--- src/rtl/ipd_trunc.sv ---
// I-PD servo controller: integral on error r-y, P and D on measurement y, 8-bit actuator command out.
// Latency: trunc updates 7 enabled clock edges after the edge that accepts listo; one shared multiplier.
// Backpressure: listo is ignored while busy or while en=0 (no queueing); en=0 freezes all state.
// Build option: define IPD_SAT_EN to clamp u to [0, 255.0] (anti-windup); otherwise u wraps.
module ipd_trunc #(
    parameter logic signed [15:0] KP    = 16'sh0100,
    parameter logic signed [15:0] KI    = 16'sh0080,
    parameter logic signed [15:0] KD    = 16'sh0040,
    parameter int                 FRAC  = 8,
    parameter int                 ACC_W = 32
) (
    input  logic        clk,
    input  logic        rst,
    input  logic        en,
    input  logic        listo,
    input  logic [10:0] r,
    input  logic [10:0] y,
    output logic [7:0]  trunc
);

    typedef enum logic [2:0] {
        IDLE  = 3'd0,
        DIFF  = 3'd1,
        MUL_I = 3'd2,
        MUL_P = 3'd3,
        MUL_D = 3'd4,
        LIMIT = 3'd5,
        OUT   = 3'd6
    } state_t;

    state_t state, state_nxt;

    logic        [10:0]       r_q, y_q, y1, y2;
    logic signed [12:0]       e, d1, d2;
    logic signed [ACC_W-1:0]  acc, u, lim;
    logic        [7:0]        cmd;

    logic signed [15:0]       coef;
    logic signed [12:0]       opnd;
    logic signed [28:0]       prod;
    logic signed [ACC_W-1:0]  prod_ext;

    // Differences are formed on zero-extended 13-bit values; all results fit a 13-bit signed range.
    logic signed [12:0] e_w, d1_w, d2_w;
    assign e_w  = $signed({2'b00, r_q}) - $signed({2'b00, y_q});
    assign d1_w = $signed({2'b00, y_q}) - $signed({2'b00, y1});
    assign d2_w = $signed({2'b00, y_q} - {1'b0, y1, 1'b0} + {2'b00, y2});

    // Select the gain/operand pair for the single shared multiplier from the current state.
    always_comb begin
        coef = KI;
        opnd = e;
        case (state)
            MUL_P:   begin coef = KP; opnd = d1; end
            MUL_D:   begin coef = KD; opnd = d2; end
            default: begin coef = KI; opnd = e;  end
        endcase
    end

    // Q8.8 gain times integer difference lands directly in the Q(FRAC) accumulator scale.
    assign prod     = 29'(coef) * 29'(opnd);
    assign prod_ext = ACC_W'(prod);

`ifdef IPD_SAT_EN
    localparam logic signed [ACC_W-1:0] UMAX = ACC_W'(255 << FRAC);

    // Clamp the new effort to the actuator range; the clamped value becomes the stored u.
    always_comb begin
        lim = acc;
        if (acc < 0)
            lim = '0;
        else if (acc > UMAX)
            lim = UMAX;
    end
`else
    // No clamp: u wraps modulo 2^ACC_W and the command is the raw integer byte.
    always_comb begin
        lim = acc;
    end
`endif

    // Next-state sequencing; en=0 holds the current state.
    always_comb begin
        state_nxt = state;
        if (en) begin
            case (state)
                IDLE:    if (listo) state_nxt = DIFF;
                DIFF:    state_nxt = MUL_I;
                MUL_I:   state_nxt = MUL_P;
                MUL_P:   state_nxt = MUL_D;
                MUL_D:   state_nxt = LIMIT;
                LIMIT:   state_nxt = OUT;
                OUT:     state_nxt = IDLE;
                default: state_nxt = IDLE;
            endcase
        end
    end

    // State register.
    always_ff @(posedge clk or negedge rst) begin
        if (!rst)
            state <= IDLE;
        else
            state <= state_nxt;
    end

    // Datapath: operand capture, multiply-accumulate sequence, history shift and command output.
    always_ff @(posedge clk or negedge rst) begin
        if (!rst) begin
            r_q   <= '0;
            y_q   <= '0;
            y1    <= '0;
            y2    <= '0;
            e     <= '0;
            d1    <= '0;
            d2    <= '0;
            acc   <= '0;
            u     <= '0;
            cmd   <= '0;
            trunc <= '0;
        end else if (en) begin
            case (state)
                IDLE: begin
                    if (listo) begin
                        r_q <= r;
                        y_q <= y;
                    end
                end
                DIFF: begin
                    e   <= e_w;
                    d1  <= d1_w;
                    d2  <= d2_w;
                    acc <= u;
                end
                MUL_I: acc <= acc + prod_ext;
                MUL_P: acc <= acc - prod_ext;
                MUL_D: acc <= acc - prod_ext;
                LIMIT: begin
                    u  <= lim;
                    y2 <= y1;
                    y1 <= y_q;
                end
                OUT:     cmd <= u[FRAC+7:FRAC];
                default: ;
            endcase
            // Registered output stage keeps the actuator command glitch-free.
            trunc <= cmd;
        end
    end

endmodule

--- config.mk ---
export PLATFORM = sky130hd
export DESIGN_NAME = ipd_trunc
export DESIGN_NICKNAME = d
export VERILOG_FILES = /design/src/rtl/ipd_trunc.sv
export SDC_FILE = /design/constraint.sdc
export NUM_CORES = 1
export LEC_CHECK = 0
export CAP_MARGIN = 40
export CORE_UTILIZATION = 40
export DETAILED_ROUTE_END_ITERATION = 16
export GPL_TIMING_DRIVEN = 1
export RECOVER_POWER = 25
export SLEW_MARGIN = 30
export SYNTH_ARGS = -nofsm -noshare
export SYNTH_HDL_FRONTEND = slang
export SYNTH_SLANG_ARGS = --single-unit
export TNS_END_PERCENT = 100
--- constraint.sdc ---
create_clock -name clk -period 8 [get_ports clk]
set_clock_uncertainty 0.2 [all_clocks]
set_input_delay 0.8 -clock clk [delete_from_list [all_inputs] [get_ports clk]]
set_output_delay 0.8 -clock clk [all_outputs]
set_load 0.05 [all_outputs]
# Word-level counts from Yosys, hierarchy flattened
# Cells that the tools add are included.
[word_totals]
reg_bits = 166
input_bits = 26
output_inout_bits = 8
elab_cells = 40
[op_classes]
addsub = 6
n_mul = 1
n_eq_ne = 7
mux = 5
n_reduce_logical = 9
[ops]
columns = ["operator", "n"]
rows = [
  ["case mux 32 bit (3 select lines)", 1],
  ["adder 32 x 23 -> 32 bit", 1],
  ["subtractor 32 x 23 -> 32 bit", 1],
  ["case mux 13 bit (2 select lines)", 1],
  ["subtractor 11 x 11 -> 12 bit", 2],
  ["multiplier 10 x 13 -> 23 bit", 1],
  ["case mux 3 bit (6 select lines)", 1],
  ["case mux 9 bit (2 select lines)", 1],
  ["adder 13 x 11 -> 13 bit", 1],
  ["subtractor 11 x 12 -> 13 bit", 1],
  ["AND reduction 2 bit", 5],
  ["equality test 3 bit (second input constant)", 3],
  ["equality test 3 x 2 -> 1 bit (second input constant)", 2],
  ["equality test 3 x 1 -> 1 bit (second input constant)", 1],
  ["zero test 3 bit", 1],
  ["2-to-1 mux 3 bit", 1],
  ["AND reduction 3 bit", 1],
  ["nonzero test 3 bit", 1],
  ["!= test 2 bit (second input constant)", 1],
  ["OR reduction 2 bit", 1],
]

# Logic depth before layout (Yosys ltp)
# Gate-level depths: netlist of the first run.
[depth]
depth_word = 5
mapped_depth = 25
ltp_nobuf = 22

# Least setup slack after synthesis of the first run
# Ideal clock, no wire load.
[synth_path]
path_type = "register to register"
start = "reg state[1]"
end = "reg acc[15]"
setup_ns = 0.126
arrival_ns = 5.299
t_required_ns = 7.674
setup_slack_ns = 2.375
path_stages_with_launch = 24
path_buffers = 3
synth_period_minus_slack_ns = 5.625
cell_sequence = "dfrtp_1 -> buf_4 -> nor2_2 -> and2_1 -> clkbuf_1 -> nor2_2 -> clkbuf_1 -> and2_1 -> ha_1 -> fa_1 -> ha_1 -> ha_1 -> ha_1 -> ha_1 -> fa_1 -> nor3b_1 -> nor2_1 -> xnor2_1 -> ha_1 -> o21a_1 -> nor2_1 -> a21oi_1 -> xnor2_1 -> a221o_1"
[synth_via]
elab_chain_cells = 5
word_cells_on_any_way = 13
[synth_rtl]
columns = ["element", "line_no", "rtl"]
rows = [
  ["start: declaration", "31", "state_t state, state_nxt;"],
  ["start signal: assignment", "104", "state <= state_nxt;"],
  ["equality test 3 bit or equality test 3 x 2 -> 1 bit (tied branches)", "53, 122", ""],
  ["case mux 13 bit (2 select lines) or case mux 9 bit (2 select lines) (tied branches)", "53", "case (state)"],
  ["multiplier 10 x 13 -> 23 bit", "61", "assign prod = 29'(coef) * 29'(opnd);"],
  ["subtractor 32 x 23 -> 32 bit or adder 32 x 23 -> 32 bit (tied branches)", "136, 137, 135", ""],
  ["case mux 32 bit (3 select lines)", "122", "case (state)"],
  ["end signal: assignment", "135", "MUL_I: acc <= acc + prod_ext;"],
  ["end signal: assignment", "136", "MUL_P: acc <= acc - prod_ext;"],
  ["end signal: assignment", "137", "MUL_D: acc <= acc - prod_ext;"],
  ["end: declaration", "35", "logic signed [ACC_W-1:0] acc, u, lim;"],
]
# Parallel ways exist; a longest one is shown, timed or not.
# A chain may end at the register's enable or synchronous reset.

# Final worst setup path of the first run
[layout_path]
start = "reg state[0]"
end = "reg acc[15]"
# The elaborated chain is that of the path after synthesis.

==> results of run 1 <==
## registers in the layout (all words and copies together), names as in the netlist, 9 cells and up
| signal | cells |
|---|---|
| u | 10 |
| y_q | 10 |
| e | 9 |
| d2 | 10 |
| y2 | 10 |
| y1 | 10 |
| r_q | 9 |
| acc | 10 |
## worst max-delay path, delay by kind of cell (launching register included)
kind / cells / cell delay [ps]
adder cells (fa/ha/maj): 7 / 2280
AND/OR/NAND/NOR: 8 / 2070
flip-flops: 1 / 670
AO/OA/AOI/OAI: 3 / 570
XOR/XNOR: 2 / 350
## through the flow
step           utilization (%)  hold WS (ps)  area (um^2)  setup slack (ps)  cells
5_1_grt                   46.3           305         7350              1390    880
6_report                  46.3           279         7350              1750    880
3_3_place_gp              44.1           259         7010              1900    862
2_1_floorplan                -           240         6520              2380    639
4_1_cts                   46.3           178         7360              1780    880
3_5_place_dp              44.3           269         7040              1840    864
## synth_stat cells, types with 4 or more instances
library cell | n | share of area [%]
sky130_fd_sc_hd__nand2_1 | 65 | 3.7
sky130_fd_sc_hd__mux2i_1 | 4 | 0.61
sky130_fd_sc_hd__xnor2_1 | 29 | 3.9
sky130_fd_sc_hd__mux2_2 | 49 | 8.5
sky130_fd_sc_hd__fa_1 | 17 | 5.2
sky130_fd_sc_hd__inv_1 | 60 | 3.5
sky130_fd_sc_hd__and3_1 | 15 | 1.4
sky130_fd_sc_hd__nand2b_1 | 7 | 0.67
sky130_fd_sc_hd__buf_2 | 6 | 0.46
sky130_fd_sc_hd__a21oi_1 | 31 | 2.4
sky130_fd_sc_hd__o21a_1 | 4 | 0.46
sky130_fd_sc_hd__o21ai_0 | 58 | 4.5
sky130_fd_sc_hd__nor2_1 | 19 | 1.1
sky130_fd_sc_hd__dfrtp_1 | 105 | 40
sky130_fd_sc_hd__clkbuf_1 | 19 | 1.1
sky130_fd_sc_hd__nor3_1 | 6 | 0.46
sky130_fd_sc_hd__a21o_1 | 7 | 0.81
sky130_fd_sc_hd__or3_1 | 4 | 0.38
sky130_fd_sc_hd__o21bai_1 | 7 | 0.81
sky130_fd_sc_hd__nor4b_1 | 4 | 0.54
sky130_fd_sc_hd__ha_1 | 67 | 13
sky130_fd_sc_hd__and2_1 | 9 | 0.86
sky130_fd_sc_hd__xor2_1 | 13 | 1.7
## worst max-delay path by stage
stage,from,to,slack (ps),depth (start not counted)
floorplan,state[1],acc[15],2380,23
global placement,state[0],acc[15],1900,20
detailed placement,state[0],acc[15],1840,20
CTS,state[0],acc[15],1780,20
global route,state[0],acc[15],1390,20
finish,state[0],acc[15],1750,20
## cell families after synthesis
kind of cell / share of synthesized area, %
AOI/OAI and AO/OA: 10.4
DFF: 40.3
and+or+nand+nor: 11.1
muxes: 9.07
adders and majority gates: 18.1
xor gates and xnor gates: 5.89
buffers and inverters: 5.18
## final cells by class
cell class | instances | area share [%]
clock inverters | 7 | 1.21
well taps | 216 | 3.68
clock buffers | 9 | 3.06
repair buffers | 36 | 4.78
inverters | 60 | 3.06
multi-input cells | 447 | 48.4
flip-flops and latches | 105 | 35.8
## metal layers
metal | vias to the layer above | part of all wire [%]
met4 | 0 | 1.4
met1 | 2054 | 49
met2 | 41 | 47
met3 | 15 | 2.2
met5 | - | 0
li1 | 2202 | -
## layout by cell type, fill, tap and decap left out, types with 2 or more instances in the layout
master	n
sky130_fd_sc_hd__a21o_1	7
sky130_fd_sc_hd__a21oi_1	31
sky130_fd_sc_hd__a221o_1	2
sky130_fd_sc_hd__a22o_1	2
sky130_fd_sc_hd__and2_1	9
sky130_fd_sc_hd__and3_1	15
sky130_fd_sc_hd__buf_4	3
sky130_fd_sc_hd__clkbuf_1	2
sky130_fd_sc_hd__clkbuf_16	9
sky130_fd_sc_hd__clkdlybuf4s50_1	29
sky130_fd_sc_hd__clkinv_4	2
sky130_fd_sc_hd__dfrtp_1	105
sky130_fd_sc_hd__fa_1	17
sky130_fd_sc_hd__ha_1	67
sky130_fd_sc_hd__inv_1	60
sky130_fd_sc_hd__mux2_2	49
sky130_fd_sc_hd__mux2i_1	4
sky130_fd_sc_hd__nand2_1	65
sky130_fd_sc_hd__nand2b_1	7
sky130_fd_sc_hd__nand3_1	3
sky130_fd_sc_hd__nor2_1	18
sky130_fd_sc_hd__nor2_2	3
sky130_fd_sc_hd__nor2b_1	3
sky130_fd_sc_hd__nor3_1	6
sky130_fd_sc_hd__nor4b_1	4
sky130_fd_sc_hd__nor4bb_1	2
sky130_fd_sc_hd__o21a_1	4
sky130_fd_sc_hd__o21ai_0	57
sky130_fd_sc_hd__o21ai_1	4
sky130_fd_sc_hd__o21bai_1	7
sky130_fd_sc_hd__o31ai_1	3
sky130_fd_sc_hd__or3_1	4
sky130_fd_sc_hd__xnor2_1	29
sky130_fd_sc_hd__xor2_1	13
==> run summary, run 1 <==
The run finished, with violations left. The final reports fail on max-capacitance violations, max-slew violations. After floorplanning, the core was sized to cover 0.0159 mm^2.

After synthesis the netlist holds a flip-flop and latch count of 105. The pin count of the biggest net entering global routing was 60; the worst stage delay on the critical path was 670 ps. The total setup buffers inserted after CTS came out at 0. Number of buffers created by CTS: 9. Summing over every cut layer, the via total after detailed routing is 4312. For this design, the CTS-stage hold fixing added 0 buffers. The number of nets handed over by synthesis was 749.

Summing all multi-input logic gate instances after layout gives 0.00356 mm^2. The largest individual stage delay along the critical path comes from the cell sky130_fd_sc_hd__dfrtp_1. The run gives 0 as the number of failing setup endpoints in the final timing report.

The headroom to the max-slew limit is -50.6%. The final critical path takes up 78.1% of the cycle. The number of antenna violations at the first check in global routing was 0; the die area was 0.0168 mm^2. The number of levels in the clock H-tree was 3. Global routing met1 resource utilization: 21.4%. STA classifies the critical path endpoint as a flop. In this run, synthesis inferred 0 flip-flops with an integrated enable.

The critical path goes through nor2_2 > and2_1 > nor2_2 > and2_1 > ha_1 > fa_1 > ha_1 > ha_1 > ha_1 > ha_1 > nor4_1 > nor3b_1 > nor2_1 > xnor2_1 > ha_1 > o21a_1 > nor2_1 > a21oi_1 > xnor2_1 > a221o_1. The class of the tightest hold or removal check was flop to flop. The clock latency reported for the late side of the worst-skew pair came out at 360 ps. Global-route met3 utilization: 3.16%. The gate count after technology mapping came out at 639.

TritonCTS built the clock tree. Averaged over all synthesized cells, the footprint is 10.2 um^2. After layout, the minimum clock period comes to 6250 ps. During synthesis, Yosys emitted a total of 0 warnings. Using the TritonRoute via totals, the vias-per-cell ratio works out to 4.90. The synthesized netlist occupies a cell area of 0.00652 mm^2. For the worst setup path, the data arrival time is 6300 ps. The number of distinct library cell variants in the gate-level netlist after synthesis was 45; the iteration count of the initial detailed-routing pass was 5. Port buffering added 30 buffers.

After detailed routing, the number of remaining DRC violations is 0. The tools report the achievable frequency as 160 MHz. The logs give 41.1% for the initial core utilization and 0 for the number of gates resized after CTS. Global routing finished with a remaining overflow of 0. The number of endpoints with negative hold slack in the final report came out at 0.

The number of cell rows is 46, and the global-route met2 utilization is 26.0%. The worst register-to-register path ends at acc[15]. Most repeated library cell on the critical path: sky130_fd_sc_hd__ha_1. For the routability-driven placement congestion ratio, the log shows 0.790. The all-layer global routing usage is 16.0%. The buffer type at the clock tree root was sky130_fd_sc_hd__clkbuf_16.

Routed length per instance: 13.6 um. The critical path is of the flop to flop type. The cell count of the worst hold path was 2.

The layout has 1490 filler cells. Of the cells placed in the final design, the portion with a size suffix greater than 1 is 11.3%. The worst register-to-register path begins at state[0]. For this run, the leading register cell type out of synthesis is sky130_fd_sc_hd__dfrtp_1. The number of nets in the layout was 769. Setup repair after global routing left no endpoint under its margin. In this run the most used layer during global routing was met2.

The first global-routing pass estimated 21.0 mm of wire. Of all flip-flops after synthesis, the portion carrying an async set or reset was 100%. For the worst flop-to-flop path, the logic depth is 20. The tools report the final max-slew violation count as 75. At the worst endpoint, the required time is 8050 ps.

In this run the most critical hold path is launched from d2[6]. Clock-pin slew was measured on the worst setup and hold paths at 80 ps. The floorplan step set the die height to 130 um. The sequential cells in the finished layout cover a total of 0.00263 mm^2.

No sink is reached through more buffers than the 2 on the longest clock path. The transition at the pin with the smallest max-transition slack was 2260 ps; the number of clock sinks seen by CTS was 105. Number of antenna-violating nets in the routed design: 0. In this run the count of I/O pins placed on the die edge is 34. For the minimum setup slack among reg-to-reg paths, the log shows 1750 ps. The area added between synthesis and finish came out at 12.7%. The tools report the overall routed net length as 12.0 mm. The via count of the first global-routing pass is 4416.

The HPWL reported at the end of detailed placement came out at 9.23 mm. Startpoint type of the worst setup path: a flop. The sequential-to-total area share from yosys stat was 40.3%; the violation count after the first detailed-routing iteration was 240. The horizontal die dimension came out at 130 um. For the final routed database, the setup TNS stands at 0 ps. The critical-path maximum fanout works out to 17. The antenna diode instance count came out at 0. The tool flagged a number of max-cap violations equal to 2.

The path with the worst hold slack has its endpoint at d2[6].
Power of run 1 is not shown: default switching activity piles up to over one toggle a cycle in this logic, so the estimate is an artifact.
==> inputs of run 2 (changes only) <==
Clock period 8 ns to 5.7 ns, I/O delays scaled along.
==> run summary, run 2 (synthesis gave the netlist of run 1 again) <==
The maximum clock insertion buffer count is 2 (unchanged). The transition at the pin with the smallest max-transition slack is 2630 ps (was 2260 ps). The horizontal die dimension works out to 130 um (unchanged). The HPWL reported at the end of detailed placement was 9.65 mm (was 9.23 mm). Setup repair after global routing left no endpoint under its margin. The post-route clock period utilization came out at 93.7% (was 78.1%). The worst stage delay on the critical path was 480 ps (was 670 ps); the layout cell share with drive strength beyond 1 was 12.2% (was 11.3%).

The number of nets in the layout is 777 (was 769). The tools report the sum of overflow across all layers after global routing as 0 (unchanged). The tools report the source of the critical timing path as state[0] (unchanged). The number of buffers added on ports was 30 (unchanged); the met3 routed wirelength was 258 um (unchanged). For the violation count after the first detailed-routing iteration, the log shows 132 (was 240). The final critical-path required period is 5340 ps (was 6250 ps).

Clock latency reported for the late side of the worst-skew pair: 350 ps (was 360 ps). Most repeated library cell on the critical path: sky130_fd_sc_hd__ha_1 (unchanged). The number of levels in the clock H-tree was 3 (unchanged); the number of antenna-violating nets in the routed design was 0 (unchanged). Failing checks: max-capacitance violations, max-slew violations (unchanged). The startpoint type of the worst setup path is a flop (unchanged). The tools report the number of endpoints with negative hold slack in the final report as 0 (unchanged). Most frequent cells in the layout: sky130_fd_sc_hd__dfrtp_1 (105), sky130_fd_sc_hd__ha_1 (67), sky130_fd_sc_hd__nand2_1 (65) (unchanged). The tools report the data arrival at the endpoint of the critical path as 5380 ps (was 6300 ps).

The uppermost layer routed was met4 (unchanged). The die span in y was 130 um (unchanged). The run gives 12.2 mm (was 12.0 mm) as the overall routed net length. The tools report the end of the worst register-to-register path as acc[15] (unchanged). Routed wire length on met2: 6.02 mm (was 5.67 mm). Buffer type at the clock tree root: sky130_fd_sc_hd__clkbuf_16 (unchanged).

For the I/O pin count, the log shows 34 (unchanged). For the filler cell count, the log shows 1509 (was 1490). The data required time at the worst endpoint was 5740 ps (was 8050 ps). Worst path cell trace: nor2_2 > and2_1 > nor2_4 > and2_1 > ha_1 > fa_1 > ha_1 > ha_1 > ha_1 > ha_1 > fa_1 > xor2_1 > o31ai_1 > xor2_1 > ha_1 > o21a_1 > nor2_1 > a21oi_1 > xnor2_1 > a221o_1 (was nor2_2 > and2_1 > nor2_2 > and2_1 > ha_1 > fa_1 > ha_1 > ha_1 > ha_1 > ha_1 > nor4_1 > nor3b_1 > nor2_1 > xnor2_1 > ha_1 > o21a_1 > nor2_1 > a21oi_1 > xnor2_1 > a221o_1). The routability-driven placement congestion ratio was 0.810 (was 0.790). The logs give 0.0168 mm^2 (unchanged) for the die area and 65 (was 60) for the pin count of the biggest net entering global routing.

The achievable frequency is 187 MHz (was 160 MHz), and the minimum setup slack among reg-to-reg paths is 360 ps (was 1750 ps). The setup TNS is 0 ps (unchanged). The flow ran to the end, but the final reports show violations.

The remaining design rule violation count came out at 0 (unchanged). Kind of critical path: flop to flop (unchanged). Slowest cell on the critical path: sky130_fd_sc_hd__fa_1 (was sky130_fd_sc_hd__dfrtp_1). The capturing element of the worst setup path is acc[15] (unchanged). The initial core utilization was 41.1% (unchanged).

The run gives 5.77 mm (was 5.89 mm) as the length of routed wiring on met1. The tools report the number of maximum-capacitance constraint violations as 1 (was 2). The number of vias in the routed layout was 4362 (was 4312); the headroom to the max-slew limit was -75.6% (was -50.6%). The tools report the number of cell rows as 46 (unchanged). The number of clock sinks seen by CTS is 105 (unchanged). Leading cell type in the layout, fill and taps excluded: sky130_fd_sc_hd__dfrtp_1 (unchanged). The antenna diode instance count was 0 (unchanged). Sort of element at the end of the critical path: a flop (unchanged). The critical-path maximum fanout was 9 (was 17).

Class of the tightest hold or removal check: flop to flop (unchanged). The routed length per instance works out to 13.8 um (was 13.6 um). The number of antenna violations at the first check in global routing is 0 (unchanged). The startpoint of the most critical register-to-register path is state[0] (unchanged). For the all-layer global routing usage, the log shows 16.2% (was 16.0%). TritonCTS built the clock tree.

Number of failing setup endpoints in the final timing report: 0 (unchanged). For the global-route wire length before repair, the log shows 21.3 mm (was 21.0 mm). The via count of the first global-routing pass was 4569 (was 4416). The number of buffers created by CTS was 9 (unchanged); the area added between synthesis and finish was 13.3% (was 12.7%). The logs give 4 (was 5) for the iteration count of the initial detailed-routing pass and 0.0159 mm^2 (unchanged) for the core box area. Clock edge transition at the registers on the reported setup and hold paths: 70 ps (was 80 ps).

The average via count per standard cell is 4.92 (was 4.90), and the final max-slew violation count is 52 (was 75). The depth of the worst register-to-register path is 20 (unchanged).
[run 2: cell count changes in the layout (fill, tap and decap cells not counted)]
cell / delta
sky130_fd_sc_hd__buf_4: +8
sky130_fd_sc_hd__clkinv_4: -2
sky130_fd_sc_hd__clkinvlp_4: +2
sky130_fd_sc_hd__buf_12: -1
sky130_fd_sc_hd__clkbuf_1: +1
sky130_fd_sc_hd__clkinv_2: -1
sky130_fd_sc_hd__clkinv_8: -1
sky130_fd_sc_hd__dlygate4sd3_1: +1
sky130_fd_sc_hd__nor2_1: -1
sky130_fd_sc_hd__nor2_4: +1
sky130_fd_sc_hd__nor3b_1: -1
sky130_fd_sc_hd__nor3b_2: +1
[run 2: per-layer routing]
layer / vias up / global-route usage (%)
met3: 9 / 3.44
met4: 0 / 4.92
met2: 33 / 28.1
met1: 2109 / 20.4
met5: - / 0
li1: 2211 / -
[run 2: what timing repair did]
action	CTS	global route
hold buffers	0	1
resized for setup	0	3
endpoints found under the hold margin	0	13
setup buffers	0	0
endpoints found under the setup margin	0	1
[run 2: critical path, delay by kind of cell, from the launching register on]
family | cells | cell delay, ps
adder cells (fa/ha/maj) | 8 | 2610
AO/OA/AOI/OAI | 4 | 740
AND/OR/NAND/NOR | 5 | 690
XOR/XNOR | 3 | 520
flip-flops | 1 | 450
[run 2: final cells by class]
type / instances / area [um^2] / area share (%)
timing repair buffer: 44 / 402 / 5.43
multi-input combinational: 447 / 3570 / 48.3
sequential: 105 / 2630 / 35.6
clock inverter: 5 / 65.1 / 0.880
clock buffer: 10 / 229 / 3.10
inverter: 60 / 225 / 3.05
tap: 216 / 270 / 3.66
[run 2: how the worst min path moves through the flow]
stage          startpoint       to  depth (start not counted)
2_1_floorplan         rst  acc[10]                          0
3_3_place_gp        d1[5]    d1[5]                          2
3_5_place_dp         e[2]     e[2]                          2
4_1_cts               rst  acc[15]                          1
5_1_grt              e[6]     e[6]                          2
6_report            d2[7]    d2[7]                          2
[run 2: stage by stage]
| step | hold slack, ps | worst slack, ps | cells | area, um^2 | util, % |
|---|---|---|---|---|---|
| after detailed placement | 271 | 246 | 870 | 7070 | 44.5 |
| after CTS | 124 | 194 | 885 | 7370 | 46.4 |
| after global placement | 262 | 308 | 869 | 7060 | 44.4 |
| final | 284 | 357 | 887 | 7390 | 46.5 |
| after global routing | 312 | 0.779 | 887 | 7390 | 46.5 |
| after floorplan | 74.4 | 75.2 | 639 | 6520 | - |
Power of run 2 is left out for the same reason.
==> inputs of run 3 (changes only) <==
Settings changed: RECOVER_POWER 25 to not set.
==> run summary, run 3 (synthesis gave the netlist of run 1 again) <==
The die area is 0.0168 mm^2 (unchanged), and the depth of the worst register-to-register path is 20 (unchanged). For the remaining design rule violation count, the log shows 0 (unchanged). Hold path startpoint: d2[7] (unchanged). The logs give 0 (unchanged) for the number of antenna violations at the first check in global routing and 0 (was 52) for the final max-slew violation count. The cell count after placement is 870 (unchanged). The endpoint of the worst hold path is d2[7] (unchanged). The worst hold margin is 284 ps (unchanged). TritonCTS built the clock tree. The initial core utilization was 41.1% (unchanged); the number of maximum-capacitance constraint violations was 0 (was 1). The final critical-path required period is 5340 ps (unchanged). The number of buffers added on ports is 30 (unchanged), and the headroom to the max-slew limit is 49.6% (was -75.6%). The leading cell type in the layout, fill and taps excluded is sky130_fd_sc_hd__dfrtp_1 (unchanged). The tools report the achievable frequency as 187 MHz (unchanged). The layout cell share with drive strength beyond 1 came out at 12.5% (was 12.2%).

Transition at the pin with the smallest max-transition slack: 756 ps (was 2630 ps). The pre-CTS setup slack is 246 ps (unchanged). The tools report the end of the worst register-to-register path as acc[15] (unchanged).

The HPWL reported at the end of detailed placement came out at 9.65 mm (unchanged). The number of buffers created by CTS is 9 (unchanged). The number of endpoints with negative hold slack in the final report was 0 (unchanged).

Die span in y: 130 um (unchanged). Setup repair after global routing left no endpoint under its margin. Minimum setup slack among reg-to-reg paths: 360 ps (about the same).

The routability-driven placement congestion ratio is 0.810 (unchanged). Number of clock sinks seen by CTS: 105 (unchanged). The violation count after the first detailed-routing iteration is 132 (unchanged), and the clock edge transition at the registers on the reported setup and hold paths is 70 ps (about the same). The post-route clock period utilization was 93.7% (unchanged).

Most frequent cells in the layout: sky130_fd_sc_hd__dfrtp_1 (105), sky130_fd_sc_hd__ha_1 (67), sky130_fd_sc_hd__nand2_1 (65) (unchanged). The kind of critical path is flop to flop (unchanged). The maximum clock insertion buffer count is 2 (unchanged).

The average via count per standard cell was 4.92 (unchanged); the number of cell rows was 46 (unchanged). The core box area was 0.0159 mm^2 (unchanged); the horizontal die dimension was 130 um (unchanged). The tools report the final cell count without fillers as 887 (unchanged).

For the data required time at the worst endpoint, the log shows 5740 ps (about the same). The startpoint of the most critical register-to-register path is state[0] (unchanged). The run gives 4 (unchanged) as the iteration count of the initial detailed-routing pass.

The sum of overflow across all layers after global routing is 0 (unchanged), and the number of vias in the routed layout is 4362 (unchanged). All-layer global routing usage: 16.2% (unchanged). The sort of element at the end of the critical path was a flop (unchanged). The most utilized layer in the global route result is met2 (unchanged).

The run gives 3 (unchanged) as the number of levels in the clock H-tree. The cell count of the worst hold path was 2 (unchanged). The area added between synthesis and finish was 13.7% (was 13.3%). The tools report the data arrival at the endpoint of the critical path as 5380 ps (about the same). The number of nets in the layout came out at 777 (unchanged). The antenna diode instance count came out at 0 (unchanged). The routed length per instance is 13.8 um (about the same).

I/O pin count: 34 (unchanged). The tools report the source of the critical timing path as state[0] (unchanged). The global routing met1 resource utilization came out at 20.4% (unchanged). The run gives 357 ps (unchanged) as the setup slack of the critical path after layout.

Pin count of the biggest net entering global routing: 65 (unchanged). The tools report the buffer type at the clock tree root as sky130_fd_sc_hd__clkbuf_16 (unchanged). The overall routed net length was 12.2 mm (about the same). The class of the tightest hold or removal check is flop to flop (unchanged). The run finished with clean final reports. The global-route met2 utilization was 28.1% (unchanged); the total setup buffers inserted after CTS was 0 (unchanged). The critical-path maximum fanout is 9 (unchanged), and the number of failing setup endpoints in the final timing report is 0 (unchanged). The global-route met3 utilization is 3.44% (unchanged), and the via count of the first global-routing pass is 4569 (unchanged). The clock latency reported for the late side of the worst-skew pair was 350 ps (about the same). The tools report the startpoint type of the worst setup path as a flop (unchanged). The logs give 21.3 mm (unchanged) for the global-route wire length before repair and 0 (unchanged) for the number of antenna-violating nets in the routed design. Setup TNS: 0 ps (unchanged).
==> run 3: changes by cell type in the layout (fill, tap and decap cells not counted), sizes merged <==
cell / before / now
buf: 12 / 14
clkbuf: 12 / 10
==> run 3: how the worst max path moves through the flow <==
stage	to	slack, ps	cells past startpoint
floorplan	acc[15]	80	23
global placement	acc[15]	310	20
detailed placement	acc[15]	250	20
CTS	acc[15]	190	20
global route	acc[15]	0.8	20
finish	acc[15]	360	20
==> run 3: per-layer routing <==
metal / routed length, um / vias up
li1: - / 2211
met1: 5770 / 2109
met2: 6020 / 33
met3: 258 / 9
met4: 171 / 0
met5: 0 / -
==> run 3: area by class of cell <==
cell class                      instances  area (um^2)
Inverter                               60          225
Fill cell                            1504         8470
Sequential cell                       105         2630
Tap cell                              216          270
Timing Repair Buffer                   44          429
Clock buffer                           10          229
Multi-Input combinational cell        447         3570
Clock inverter                          5         65.1
==> run 3: timing repair <==
item | in CTS | in global routing
hold endpoints to repair | 0 | 13
resized for setup | 0 | 3
hold buffers | 0 | 1
setup endpoints to repair | 0 | 1
==> run 3: metrics by stage <==
step | utilization, % | instance area [um^2]
final | 46.7 | 7420
after global routing | 46.7 | 7420
after floorplan | - | 6520
after CTS | 46.4 | 7370
after detailed placement | 44.5 | 7070
after global placement | 44.4 | 7060
==> run 3: critical path, stage by stage, from the launching register on <==
cell	delay (ps)
sky130_fd_sc_hd__dfrtp_1	450
sky130_fd_sc_hd__nor2_2	150
sky130_fd_sc_hd__and2_1	200
sky130_fd_sc_hd__nor2_4	90
sky130_fd_sc_hd__and2_1	160
sky130_fd_sc_hd__ha_1	310
sky130_fd_sc_hd__fa_1	480
sky130_fd_sc_hd__ha_1	310
sky130_fd_sc_hd__ha_1	300
sky130_fd_sc_hd__ha_1	300
sky130_fd_sc_hd__ha_1	230
sky130_fd_sc_hd__fa_1	400
sky130_fd_sc_hd__xor2_1	180
sky130_fd_sc_hd__o31ai_1	260
sky130_fd_sc_hd__xor2_1	200
sky130_fd_sc_hd__ha_1	280
sky130_fd_sc_hd__o21a_1	110
sky130_fd_sc_hd__nor2_1	90
sky130_fd_sc_hd__a21oi_1	60
sky130_fd_sc_hd__xnor2_1	140
sky130_fd_sc_hd__a221o_1	310
Power of run 3 is left out for the same reason.
